`src/rtl/merlin_lsu_pkg.sv`:
```
// Shared memory-op encodings and lane helpers for the merlin load/store unit.
// Store funct3 values reuse the LB/LH/LW encodings.
package merlin_lsu_pkg;

  localparam int XLEN = 32;

  localparam logic [2:0] MEMOP_LB  = 3'b000;
  localparam logic [2:0] MEMOP_LH  = 3'b001;
  localparam logic [2:0] MEMOP_LW  = 3'b010;
  localparam logic [2:0] MEMOP_LBU = 3'b100;
  localparam logic [2:0] MEMOP_LHU = 3'b101;

  function automatic logic memop_legal(input logic store, input logic [2:0] f3);
    case (f3)
      MEMOP_LB, MEMOP_LH, MEMOP_LW: return 1'b1;
      MEMOP_LBU, MEMOP_LHU:         return ~store;
      default:                      return 1'b0;
    endcase
  endfunction

  function automatic logic memop_aligned(input logic [2:0] f3, input logic [1:0] off);
    case (f3[1:0])
      2'b01:   return ~off[0];
      2'b10:   return off == 2'b00;
      default: return 1'b1;
    endcase
  endfunction

  function automatic logic [3:0] lane_be(input logic [2:0] f3, input logic [1:0] off);
    case (f3[1:0])
      2'b00:   return 4'b0001 << off;
      2'b01:   return 4'b0011 << off;
      default: return 4'hF;
    endcase
  endfunction

  // Replicating the data lets the byte enables alone pick the target lane.
  function automatic logic [XLEN-1:0] lane_wdata(input logic [2:0] f3, input logic [XLEN-1:0] wdata);
    case (f3[1:0])
      2'b00:   return {4{wdata[7:0]}};
      2'b01:   return {2{wdata[15:0]}};
      default: return wdata;
    endcase
  endfunction

endpackage

```
`src/rtl/merlin_lsu_align.sv`:
```
// Load-side lane extraction: picks the byte/halfword at the captured offset
// and sign- or zero-extends it according to funct3.
module merlin_lsu_align
  import merlin_lsu_pkg::*;
(
  input  logic [XLEN-1:0] rdata_i,
  input  logic [1:0]      off_i,
  input  logic [2:0]      funct3_i,
  output logic [XLEN-1:0] result_o
);

  logic [7:0]  byte_sel;
  logic [15:0] half_sel;
  logic        sext;

  always_comb begin
    case (off_i)
      2'd0:    byte_sel = rdata_i[7:0];
      2'd1:    byte_sel = rdata_i[15:8];
      2'd2:    byte_sel = rdata_i[23:16];
      default: byte_sel = rdata_i[31:24];
    endcase
    half_sel = off_i[1] ? rdata_i[31:16] : rdata_i[15:0];
    sext     = ~funct3_i[2];
    case (funct3_i[1:0])
      2'b00:   result_o = {{24{sext & byte_sel[7]}}, byte_sel};
      2'b01:   result_o = {{16{sext & half_sel[15]}}, half_sel};
      default: result_o = rdata_i;
    endcase
  end

endmodule

```
`src/rtl/merlin_lsu.sv`:
```
// Load/store unit: one bus transaction per memory op, stalling until the
// response returns; misaligned or illegal ops are flagged without bus traffic.
module merlin_lsu
  import merlin_lsu_pkg::*;
(
  input  logic            clk_i,
  input  logic            reset_i,
  input  logic            lsu_valid_i,
  input  logic            lsu_store_i,
  input  logic [2:0]      lsu_funct3_i,
  input  logic [XLEN-1:0] lsu_addr_i,
  input  logic [XLEN-1:0] lsu_wdata_i,
  output logic            lsu_stall_o,
  output logic [XLEN-1:0] lsu_rdata_o,
  output logic            lsu_rdata_valid_o,
  output logic            lsu_misalign_o,
  output logic            lsu_fault_o,
  output logic            dbus_req_o,
  output logic            dbus_we_o,
  output logic [XLEN-1:0] dbus_addr_o,
  output logic [3:0]      dbus_be_o,
  output logic [XLEN-1:0] dbus_wdata_o,
  input  logic            dbus_gnt_i,
  input  logic            dbus_rvalid_i,
  input  logic [XLEN-1:0] dbus_rdata_i,
  input  logic            dbus_err_i
);

  typedef enum logic [1:0] {ST_IDLE, ST_REQ, ST_RESP} state_e;

  state_e          state_q, state_d;
  logic            op_legal, op_aligned, op_accept, resp_done, load_ok;
  logic            req_q, we_q, rdata_valid_q, misalign_q, fault_q;
  logic [XLEN-1:0] addr_q, wdata_q, rdata_q, load_result;
  logic [3:0]      be_q;
  logic [2:0]      funct3_q;
  logic [1:0]      off_q;

  assign op_legal   = memop_legal(lsu_store_i, lsu_funct3_i);
  assign op_aligned = memop_aligned(lsu_funct3_i, lsu_addr_i[1:0]);
  assign op_accept  = (state_q == ST_IDLE) & lsu_valid_i & op_legal & op_aligned;
  assign resp_done  = (state_q == ST_RESP) & dbus_rvalid_i;
  assign load_ok    = resp_done & ~we_q & ~dbus_err_i;

  always_ff @(posedge clk_i) begin
    if (!reset_i) state_q <= ST_IDLE;
    else          state_q <= state_d;
  end

  always_comb begin
    state_d = state_q;
    case (state_q)
      ST_IDLE: if (op_accept)     state_d = ST_REQ;
      ST_REQ:  if (dbus_gnt_i)    state_d = ST_RESP;
      ST_RESP: if (dbus_rvalid_i) state_d = ST_IDLE;
      default:                    state_d = ST_IDLE;
    endcase
  end

  always_comb begin
    lsu_stall_o = op_accept | (state_q == ST_REQ) | ((state_q == ST_RESP) & ~dbus_rvalid_i);
  end

  merlin_lsu_align u_align (
    .rdata_i  (dbus_rdata_i),
    .off_i    (off_q),
    .funct3_i (funct3_q),
    .result_o (load_result)
  );

  // Bus fields are captured once at acceptance so they stay stable until grant.
  always_ff @(posedge clk_i) begin
    if (!reset_i) begin
      req_q         <= 1'b0;
      we_q          <= 1'b0;
      addr_q        <= '0;
      be_q          <= '0;
      wdata_q       <= '0;
      funct3_q      <= '0;
      off_q         <= '0;
      rdata_q       <= '0;
      rdata_valid_q <= 1'b0;
      misalign_q    <= 1'b0;
      fault_q       <= 1'b0;
    end else begin
      req_q <= (state_d == ST_REQ);
      if (op_accept) begin
        we_q     <= lsu_store_i;
        addr_q   <= {lsu_addr_i[XLEN-1:2], 2'b00};
        be_q     <= lane_be(lsu_funct3_i, lsu_addr_i[1:0]);
        wdata_q  <= lane_wdata(lsu_funct3_i, lsu_wdata_i);
        funct3_q <= lsu_funct3_i;
        off_q    <= lsu_addr_i[1:0];
      end
      if (load_ok) rdata_q <= load_result;
      rdata_valid_q <= load_ok;
      misalign_q    <= (state_q == ST_IDLE) & lsu_valid_i & op_legal & ~op_aligned;
      fault_q       <= ((state_q == ST_IDLE) & lsu_valid_i & ~op_legal)
                     | (resp_done & dbus_err_i);
    end
  end

  assign dbus_req_o        = req_q;
  assign dbus_we_o         = we_q;
  assign dbus_addr_o       = addr_q;
  assign dbus_be_o         = be_q;
  assign dbus_wdata_o      = wdata_q;
  assign lsu_rdata_o       = rdata_q;
  assign lsu_rdata_valid_o = rdata_valid_q;
  assign lsu_misalign_o    = misalign_q;
  assign lsu_fault_o       = fault_q;

endmodule

```
`config.mk`:
```
export PLATFORM = sky130hd
export DESIGN_NAME = merlin_lsu
export DESIGN_NICKNAME = d
export VERILOG_FILES = /design/src/rtl/merlin_lsu_pkg.sv /design/src/rtl/merlin_lsu_align.sv /design/src/rtl/merlin_lsu.sv
export SDC_FILE = /design/constraint.sdc
export NUM_CORES = 1
export LEC_CHECK = 0
export ABC_AREA = 1
export ABC_CLOCK_PERIOD_IN_PS = 2300
export BUFFER_PORTS_ARGS = -buffer_cell sky130_fd_sc_hd__buf_2
export CAP_MARGIN = 0
export CORE_AREA = 2 2 116 118
export CTS_CLUSTER_DIAMETER = 30
export DETAILED_ROUTE_END_ITERATION = 8
export DIE_AREA = 0 0 118 120
export PLACE_DENSITY_LB_ADDON = 0.08
export SETUP_SLACK_MARGIN = 0.4
export SYNTH_ARGS = -nofsm -noshare
export SYNTH_HDL_FRONTEND = slang
export SYNTH_HIERARCHICAL = 1
export SYNTH_SLANG_ARGS = --single-unit
```
`constraint.sdc`:
```
create_clock -name clk_i -period 2.3 [get_ports clk_i]
set_clock_uncertainty 0.2 [all_clocks]
set_input_delay 0.46 -clock clk_i [delete_from_list [all_inputs] [get_ports clk_i]]
set_output_delay 0.46 -clock clk_i [all_outputs]
set_load 0.005 [all_outputs]
```
==> flow_metrics.env <==
export IMPL_synth_most_common_cell="nand2_1"
export IMPL_ys_warn_count=6
export IMPL_firstDrtPassIters=4
export IMPL_path_buf_inv=3
export IMPL_synth_yosys_seq_area_share_pct=38.3
export IMPL_crit_chain="buf_8, inv_8, ha_4, nand2_2, nand2_2, nand2_2, nor2_4, nand2_4, nand3b_1, buf_2"
export IMPL_port_buffers=209
export IMPL_setup_tns_ps=0
export IMPL_synth_area_leaders="dfxtp_1, nand2_1, a21oi_1"
export IMPL_drv_slew=0
export IMPL_r2r_setup_slack_ps=490
export IMPL_worstMarginPinSlew_ps=518
export IMPL_cts_buffer_depth=2
export IMPL_syn_area_mm2=0.00574
export IMPL_detail_route_wirelength_mm=16.4
export IMPL_status="complete, no violations"
export IMPL_antenna_found_initial=1
export IMPL_grt_pass1_vias=5218
export IMPL_crit_top_cell="nand2_2"
export IMPL_min_path_type="primary input to register"
export IMPL_critPathTopFamily="simple AND/OR/NAND/NOR gates"
export IMPL_die_area_mm2=0.0142
export IMPL_rr_endpoint="lsu_rdata_o[5]"
export IMPL_area_growth_pct=33.4
export IMPL_die_y_um=120
export IMPL_design_core_area_mm2=0.0130
export IMPL_cts_tree="built"
export IMPL_synth_common_cells="nand2_1, a21oi_1, dfxtp_1, inv_1, nor2_1"
export IMPL_worstRegToRegCells=6
export IMPL_synth_top_area_share_pct=38.3
export IMPL_fin_crit_sh_pct=86.3
export IMPL_num_rows=42
export IMPL_die_x_um=118
export IMPL_cp_start_kind="primary input"
export IMPL_antennaDiodeCount=0
export IMPL_endpoint="lsu_stall_o"
export IMPL_p_leak_nw=3.87
export IMPL_via_count=6078
export IMPL_total_power_mw=4.87
export IMPL_h_tree_depth=3
export IMPL_timing_hold_ws_ps=176
export IMPL_avgSynthCellArea_um2=6.65
export IMPL_grt_remaining_overflow=0
export IMPL_critical_path_max_fanout=3
export IMPL_post_route_min_period_ps=1980
export IMPL_crit_required_ps=1640
export IMPL_reg2reg_from="funct3_q[1]"
export IMPL_hpwl_mm=11.3
export IMPL_routedWlPerCell_um=13.3
export IMPL_crit_arrival_ps=1320
export IMPL_vdd_ir_drop_max_v=0.000332
export IMPL_final_antenna_net_count=0
export IMPL_root_buffer="clkbuf_16"
export IMPL_critPathCaptureType="output pin"
export IMPL_max_freq_mhz=504
export IMPL_grt_use_total_pct=22.4
export IMPL_setup_violations=0
export IMPL_yosysTopAreaCell="dfxtp_1"
export IMPL_ys_flop_type="dfxtp_1"
export IMPL_final_hold_viol_count=0
export IMPL_post_drt_via_cell_ratio=4.94
export IMPL_clock_latency_ps=350
export IMPL_final_layout_size_suffix_gt1_share_pct=33.6
export IMPL_grt_start_max_net_pins=66
export IMPL_startpoint="lsu_funct3_i[0]"
export IMPL_initial_core_util_pct=44.2
export IMPL_critPathMaxStageDelay_ps=140
export IMPL_ys_seq_elements=110
export IMPL_syn_inst=863
export IMPL_drcViolationCount=0
export IMPL_maxCapViolations=0
export IMPL_gp_congestion=0.875
export IMPL_powerDensity_mw_per_mm2=636
export IMPL_slowest_stage="nor2_4"
export IMPL_fin_nets=1159
export IMPL_slew_limit_headroom_pct=65.3
export IMPL_synth_cell_types=30
export IMPL_grt_first_pass_wirelength_mm=25.9
export IMPL_drt_initial_drc_count=437
export IMPL_final_util_pct=59.0
export IMPL_async_flop_share_pct=0
export IMPL_rsz0062_at_grt="true"
export IMPL_numCtsBuffers=9
export IMPL_synth_edf_count=0
export IMPL_clock_sinks=110
export IMPL_cp_num_cells=10
export IMPL_io_pins=212
export IMPL_clkTransAtPathRegs_ps=70
export IMPL_crit_type="primary input to output pin"
==> power breakdown <==
| part | internal, mW | total [mW] | switching [mW] | leakage (nW) |
|---|---|---|---|---|
| registers | 2.00 | 2.07 | 0.0659 | 0.895 |
| clock network | 0.990 | 1.71 | 0.722 | 0.155 |
| logic | 0.447 | 1.10 | 0.648 | 2.82 |
| total | 3.44 | 4.87 | 1.44 | 3.87 |
==> cell type report <==
class                   instances  area, um^2
clock buffers                  10         239
clock inverters                 6        92.6
fillers                      1323        5320
inverters                     101         397
multi-input cells             588        3080
flip-flops and latches        110        2200
well taps                     176         220
repair buffers                240        1420
==> metal layers <==
layer	global-route usage, %	wire (um)	vias to the layer above
li1	-	-	3130
met1	29.5	7220	2716
met2	36.0	7680	204
met3	5.18	1170	26
met4	7.91	277	2
met5	0	7	-
==> logic make-up after synthesis <==
kind of cell               count (synthesis)  synth area share [%]
buffers and inverters                    167                  13.2
DFF                                      110                  38.3
AOI/OAI and AO/OA                        183                  16.4
and+or+nand+nor                          399                  31.3
adders and majority gates                  3                 0.654
other                                      1                0.0653
==> tightest hold or removal path: stages <==
cell     delay (ps)
buf_2           110
nand2_1          50
a21oi_1          60
==> worst min path at each step <==
stage / start / to / depth (start not counted)
finish: dbus_gnt_i / state_q[1] / 3
global route: dbus_gnt_i / state_q[1] / 3
CTS: dbus_gnt_i / state_q[1] / 3
detailed placement: lsu_rdata_o[0] / lsu_rdata_o[0] / 2
global placement: lsu_rdata_o[16] / lsu_rdata_o[16] / 2
floorplan: lsu_rdata_o[0] / lsu_rdata_o[0] / 2
==> flip-flops by register name, indices dropped and copies added (netlist names) <==
signal,flops
dbus_wdata_o,32
lsu_rdata_o,32
off_q,2
dbus_req_o,1
lsu_rdata_valid_o,1
dbus_we_o,1
lsu_fault_o,1
dbus_addr_o,30
state_q,2
funct3_q,3
lsu_misalign_o,1
dbus_be_o,4
==> placed cells by master (no fill, tap or decap), types with 3 or more instances in the layout <==
master,n
buf_4,23
ha_4,3
clkbuf_16,10
o21ai_0,36
buf_2,206
nand2_2,5
nand3_4,4
nor2_1,85
a21oi_2,49
o211ai_1,7
buf_12,9
nand3_1,78
inv_2,3
inv_1,95
nand3_2,24
dfxtp_1,109
nand2_1,195
a21oi_1,89
==> stage by stage <==
stage,instance area (um^2),instances,setup WS (ps)
finish,7660,1231,316
global route,7660,1231,260
CTS,7580,1227,309
detailed placement,7160,1205,29.3
global placement,7160,1205,77.0
floorplan,6040,864,108
==> what timing repair did <==
action	CTS	global route
pin swaps	6	8
hold buffers	0	0
endpoints found under the setup margin	25	45
resized for setup	12	9
setup buffers	6	2
cloned	0	2
Note: power is estimated with default switching activity, not from simulation.
